`config.mk`:
```
export PLATFORM = sky130hd
export DESIGN_NAME = key_conditioner
export DESIGN_NICKNAME = d
export VERILOG_FILES = /design/src/rtl/key_conditioner.sv
export SDC_FILE = /design/constraint.sdc
export NUM_CORES = 1
export LEC_CHECK = 0
export BUFFER_PORTS_ARGS = -buffer_cell sky130_fd_sc_hd__buf_2
export CAP_MARGIN = 20
export CELL_PAD_IN_SITES_DETAIL_PLACEMENT = 0
export CELL_PAD_IN_SITES_GLOBAL_PLACEMENT = 1
export CORE_ASPECT_RATIO = 1.25
export CORE_MARGIN = 2
export CORE_UTILIZATION = 45
export CTS_BUF_LIST = sky130_fd_sc_hd__clkbuf_8 sky130_fd_sc_hd__clkbuf_16
export CTS_CLUSTER_DIAMETER = 50
export DETAILED_ROUTE_END_ITERATION = 8
export PLACE_DENSITY_LB_ADDON = 0.08
export SETUP_SLACK_MARGIN = 0.1
export SLEW_MARGIN = 20
export SYNTH_ARGS = -nofsm -noshare
export SYNTH_HDL_FRONTEND = slang
export SYNTH_HIERARCHICAL = 1
export SYNTH_SLANG_ARGS = --single-unit
```
`constraint.sdc`:
```
create_clock -name clk50 -period 2.4 [get_ports clk50]
set_input_delay 0.12 -clock clk50 [delete_from_list [all_inputs] [get_ports clk50]]
set_output_delay 0.12 -clock clk50 [all_outputs]
set_load 0.005 [all_outputs]
```
`src/rtl/key_conditioner.sv`:
```
// Pushbutton front end: 2-flop sync, debounce, press/release pulses per key.
// Define KEY_AUTOREPEAT_EN to build the held-key auto-repeat timer.

module key_chan #(
    parameter int DEBOUNCE_CYCLES = 1_000_000,
    parameter int REPEAT_DELAY    = 25_000_000,
    parameter int REPEAT_RATE     = 5_000_000
) (
    input  logic clk_i,
    input  logic rst_ni,
    input  logic key_ni,
    output logic level_o,
    output logic press_o,
    output logic release_o,
    output logic repeat_o
);
    localparam int             CW       = $clog2(DEBOUNCE_CYCLES + 1);
    localparam logic [CW-1:0]  CNT_LAST = CW'(DEBOUNCE_CYCLES - 1);

    typedef enum logic [2:0] {IDLE, ARM, HELD, RPT, DISARM} state_e;

    state_e        state_q, state_d;
    logic          sync1_q, s_q;
    logic [CW-1:0] cnt_q, cnt_d;
    logic          level_q, level_d, press_q, press_d;
    logic          release_q, release_d, repeat_q, repeat_d;
    logic          deb, diff, cnt_hit, tmr_hit, back_rpt;

    // deb is the debounced "pressed" state; s_q is active-low
    assign deb     = (state_q == HELD) || (state_q == RPT) || (state_q == DISARM);
    assign diff    = (~s_q) != deb;
    assign cnt_hit = diff && (cnt_q == CNT_LAST);

`ifdef KEY_AUTOREPEAT_EN
    localparam int RMAX = (REPEAT_DELAY > REPEAT_RATE) ? REPEAT_DELAY : REPEAT_RATE;
    localparam int TW   = $clog2(RMAX + 1);
    localparam logic [TW-1:0] RD_T = TW'(REPEAT_DELAY);
    localparam logic [TW-1:0] RR_T = TW'(REPEAT_RATE);

    logic [TW-1:0] tmr_q, tmr_d, tmr_inc, tmr_tgt;
    logic          from_rpt_q, from_rpt_d;

    assign tmr_inc  = (tmr_q == '1) ? tmr_q : tmr_q + TW'(1);
    assign tmr_tgt  = ((state_q == RPT) || (state_q == DISARM && from_rpt_q)) ? RR_T : RD_T;
    assign tmr_hit  = tmr_inc >= tmr_tgt;
    assign back_rpt = from_rpt_q;

    // Timer keeps running through DISARM but parks at its target there,
    // so a bounce back into HELD/RPT fires the overdue repeat at once.
    always_comb begin
        tmr_d      = tmr_inc;
        from_rpt_d = from_rpt_q;
        if (state_q == IDLE || state_q == ARM || repeat_d)
            tmr_d = '0;
        else if (state_q == DISARM && tmr_hit)
            tmr_d = tmr_tgt;
        if (state_q == HELD)
            from_rpt_d = 1'b0;
        else if (state_q == RPT)
            from_rpt_d = 1'b1;
    end

    always_ff @(posedge clk_i) begin
        if (!rst_ni) begin
            tmr_q      <= '0;
            from_rpt_q <= 1'b0;
        end else begin
            tmr_q      <= tmr_d;
            from_rpt_q <= from_rpt_d;
        end
    end
`else
    localparam int rpt_unused = REPEAT_DELAY + REPEAT_RATE;
    assign tmr_hit  = 1'b0;
    assign back_rpt = 1'b0;
`endif

    always_comb begin
        state_d   = state_q;
        cnt_d     = '0;
        press_d   = 1'b0;
        release_d = 1'b0;
        repeat_d  = 1'b0;
        if (diff && !cnt_hit)
            cnt_d = cnt_q + CW'(1);
        case (state_q)
            IDLE, ARM: begin
                if (!diff)
                    state_d = IDLE;
                else if (cnt_hit) begin
                    state_d = HELD;
                    press_d = 1'b1;
                end else
                    state_d = ARM;
            end
            HELD, RPT: begin
                if (diff) begin
                    if (cnt_hit) begin
                        state_d   = IDLE;
                        release_d = 1'b1;
                    end else
                        state_d = DISARM;
                end else if (tmr_hit) begin
                    state_d  = RPT;
                    repeat_d = 1'b1;
                end
            end
            DISARM: begin
                if (!diff)
                    state_d = back_rpt ? RPT : HELD;
                else if (cnt_hit) begin
                    state_d   = IDLE;
                    release_d = 1'b1;
                end
            end
            default: state_d = IDLE;
        endcase
        level_d = (state_d == HELD) || (state_d == RPT) || (state_d == DISARM);
    end

    always_ff @(posedge clk_i) begin
        if (!rst_ni) begin
            sync1_q   <= 1'b1;
            s_q       <= 1'b1;
            state_q   <= IDLE;
            cnt_q     <= '0;
            level_q   <= 1'b0;
            press_q   <= 1'b0;
            release_q <= 1'b0;
            repeat_q  <= 1'b0;
        end else begin
            sync1_q   <= key_ni;
            s_q       <= sync1_q;
            state_q   <= state_d;
            cnt_q     <= cnt_d;
            level_q   <= level_d;
            press_q   <= press_d;
            release_q <= release_d;
            repeat_q  <= repeat_d;
        end
    end

    assign level_o   = level_q;
    assign press_o   = press_q;
    assign release_o = release_q;
    assign repeat_o  = repeat_q;
endmodule

module key_conditioner #(
    parameter int NKEYS           = 4,
    parameter int DEBOUNCE_CYCLES = 1_000_000,
    parameter int REPEAT_DELAY    = 25_000_000,
    parameter int REPEAT_RATE     = 5_000_000
) (
    input  logic             clk50,
    input  logic             reset,
    input  logic [NKEYS-1:0] key_n,
    output logic [NKEYS-1:0] key_level,
    output logic [NKEYS-1:0] key_press,
    output logic [NKEYS-1:0] key_release,
    output logic [NKEYS-1:0] key_repeat
);
    for (genvar g = 0; g < NKEYS; g++) begin : g_key
        key_chan #(
            .DEBOUNCE_CYCLES (DEBOUNCE_CYCLES),
            .REPEAT_DELAY    (REPEAT_DELAY),
            .REPEAT_RATE     (REPEAT_RATE)
        ) u_chan (
            .clk_i     (clk50),
            .rst_ni    (reset),
            .key_ni    (key_n[g]),
            .level_o   (key_level[g]),
            .press_o   (key_press[g]),
            .release_o (key_release[g]),
            .repeat_o  (key_repeat[g])
        );
    end
endmodule

```
==> impl_metrics.py <==
metrics = {
    "status": {
        "status": "finished clean",
    },
    "logic_synthesis": {
        "synth-seq-area-share_pct": 43.9,
        "syn_nets": 572,
        "ys_ff_latch": 112,
        "synth_area_um2": 5110,
        "syn_area_per_cell_um2": 9.09,
        "yosysWarnings": 6,
        "ys_types": 50,
        "synth_edf_count": 0,
        "synthArstFlopShare_pct": 0,
        "synthFlopType": "dfxtp_1",
        "synthCells": 562,
    },
    "timing": {
        "post-route-period-util_pct": 83.0,
        "setup_slack_ns": 0.407,
        "finalHoldViolations": 0,
        "fmaxAchievable_mhz": 502,
        "drv_slew": 0,
        "period_needed_ns": 1.99,
        "fin_skew_ns": 0.00528,
        "rsz0062_at_grt": "no",
        "fin_setup_tns_ns": 0,
        "setup_viol_count_final": 0,
    },
    "global_route": {
        "grtUsageTotal_pct": 16.7,
        "grt_max_degree": 24,
        "overflow": 0,
        "grt_first_pass_wirelength_um": 16900,
        "grt_pass1_vias": 3731,
        "grt_antenna_before_repair": 0,
    },
    "die": {
        "start_util_pct": 46.1,
        "coreArea_um2": 11100,
        "fp.dieH_um": 123,
        "die-area_um2": 12200,
        "rows": 43,
        "fp.dieW_um": 99.3,
        "ioPinCount": 22,
    },
    "setup_path": {
        "arrival_ns": 2.21,
        "startpoint": "g_key[1].u_chan/cnt_q[15]",
        "end_kind": "flop",
        "critPathKind": "flop to flop",
        "path_max_fanout": 21,
        "cp.required_ns": 2.62,
        "reg2reg_from": "g_key[1].u_chan/cnt_q[15]",
        "start_kind": "flop",
    },
    "power": {
        "power_density_nw_per_um2": 629,
        "fin_total_pwr_mw": 3.54,
        "p_leak_nw": 1.81,
        "ir_worst_vdd_mv": 0.408,
    },
    "clocking": {
        "clock_sinks": 112,
        "cts_tree": "yes",
        "htreeDepth": 3,
        "postCtsSetupBuffers": 0,
        "clockBufferDepth": 2,
        "cts_root_buf": "clkbuf_16",
        "clk_latency_ns": 0.35,
        "numCtsBuffers": 9,
        "clkTransAtPathRegs_ns": 0.07,
    },
    "placement": {
        "place_ws_ns": 0.397,
        "hpwl_um": 6680,
        "gp_congestion": 0.807,
        "port_buffers": 17,
    },
    "detailed_routing": {
        "viasPerCell": 5.45,
        "drc": 0,
        "drt_iter0_drc": 108,
        "wirelength_um": 9630,
        "drtAntennaViolNets": 0,
        "via_count": 3938,
        "wire_per_inst_um": 13.3,
        "drt-pass1-iter-count": 4,
    },
    "finish": {
        "fin_nets": 592,
        "num_antenna_cells": 0,
        "layout-drive-gt1-share_pct": 10.2,
        "fillers": 1046,
        "syn_to_final_growth_pct": 10.2,
        "final_core_util_pct": 50.8,
    },
    "worst_hold_path": {
        "holdCritStartpoint": "reset",
        "hold_class": "primary input to flop",
    },
    "run": {
        "maxCapViolations": 0,
    },
}
==> cell families after synthesis <==
family / after synthesis / synth area share (%)
AOI/OAI and AO/OA: 77 / 9.46
xor gates and xnor gates: 49 / 8.40
adders and majority gates: 4 / 0.980
buffers and inverters: 38 / 4.07
DFF: 112 / 43.9
other: 4 / 0.294
and+or+nand+nor: 278 / 32.9
==> state kept, by name, summed over array words and instances (netlist names) <==
| register | cells |
|---|---|
| g_key.u_chan/cnt_q | 80 |
| g_key.u_chan/state_q | 12 |
| g_key.u_chan/level_o | 4 |
| g_key.u_chan/press_o | 4 |
| g_key.u_chan/release_o | 4 |
| g_key.u_chan/s_q | 4 |
| g_key.u_chan/sync1_q | 4 |
==> metrics by stage <==
| stage | hold WS [ns] | std cells | area [µm²] |
|---|---|---|---|
| after floorplan | 0.193 | 562 | 5110 |
| after global placement | 0.298 | 702 | 5270 |
| after detailed placement | 0.309 | 702 | 5270 |
| after CTS | 0.0900 | 722 | 5630 |
| after global routing | 0.0920 | 722 | 5630 |
| final | 0.0992 | 722 | 5630 |
==> worst max-delay path: stages, from the launching register on <==
cell and delay, ns:
dfxtp_1 0.35, or4b_1 0.57, nor4_4 0.34, a221o_2 0.50, nor2_1 0.10
==> synthesized netlist by cell type, drive strengths merged, types with 5 or more instances <==
cell type  instances  area [µm²]
and2               8        50.1
a21oi             26         141
dfxtp            112        2240
nand4b             6        52.6
o21ai             25         125
xor2              17         149
nor3b              5        37.5
nand2             26        97.6
nand2b             9        56.3
and3              16         104
or3               16         100
nor2              64         240
or4                6        48.8
nor3              28         140
o31ai              6        45.0
and4               6        52.6
buf               14         118
xnor2             32         280
inv               22        82.6
or4b              10         123
nand4             18         113
nor4              10         108
nand3             34         220
a211oi             8        65.1
==> cell usage in the layout, fill, tap and decap left out, types with 5 or more instances in the layout <==
| master | n |
|---|---|
| and2_1 | 5 |
| or3_1 | 16 |
| nand3_1 | 30 |
| o21ai_0 | 24 |
| nand2b_1 | 9 |
| buf_2 | 17 |
| or4_1 | 5 |
| nand4b_1 | 6 |
| and4_1 | 6 |
| nand2_1 | 26 |
| dfxtp_1 | 112 |
| nor4_1 | 7 |
| inv_1 | 23 |
| nor2_1 | 64 |
| and3_1 | 13 |
| clkbuf_16 | 9 |
| o31ai_1 | 6 |
| nand4_1 | 18 |
| xnor2_1 | 32 |
| a211oi_1 | 7 |
| xor2_1 | 17 |
| nor3_1 | 28 |
| nor3b_1 | 5 |
| or4b_4 | 6 |
| a21oi_1 | 23 |
==> what timing repair did <==
item | in CTS | in global routing
gates resized for setup | 0 | 0
endpoints found under the hold margin | 4 | 0
hold buffers | 4 | 0
==> routing by layer <==
layer	vias up	share of wire (%)	routed length, µm	global-route usage [%]
met5	-	0	0	0
met4	0	1.2	119	7.19
met3	9	2.4	229	3.00
met2	43	47	4570	28.4
met1	1838	49	4710	20.9
li1	2048	-	-	-
==> worst paths after layout <==
kind | depth (start not counted) | endpoint | slack [ns]
hold reg to reg | 1 | g_key[1].u_chan/s_q | 0.41
setup / recovery | 4 | g_key[1].u_chan/cnt_q[12] | 0.41
setup reg to reg | 4 | g_key[1].u_chan/cnt_q[12] | 0.41
hold / removal | 2 | g_key[1].u_chan/sync1_q | 0.1
==> power breakdown <==
group | internal (mW) | switching [mW]
Combinational | 0.0192 | 0.0298
Clock | 0.938 | 0.679
Sequential | 1.87 | 0.00672
==> layout make-up <==
| cell class | instances | area [µm²] | area share [%] |
|---|---|---|---|
| inverters | 22 | 82.6 | 1.47 |
| flip-flops and latches | 112 | 2240 | 39.8 |
| well taps | 135 | 169 | 3.00 |
| multi-input cells | 412 | 2660 | 47.2 |
| repair buffers | 25 | 155 | 2.76 |
| clock inverters | 6 | 83.8 | 1.49 |
| clock buffers | 10 | 239 | 4.25 |
Note: power is estimated with default switching activity, not from simulation.
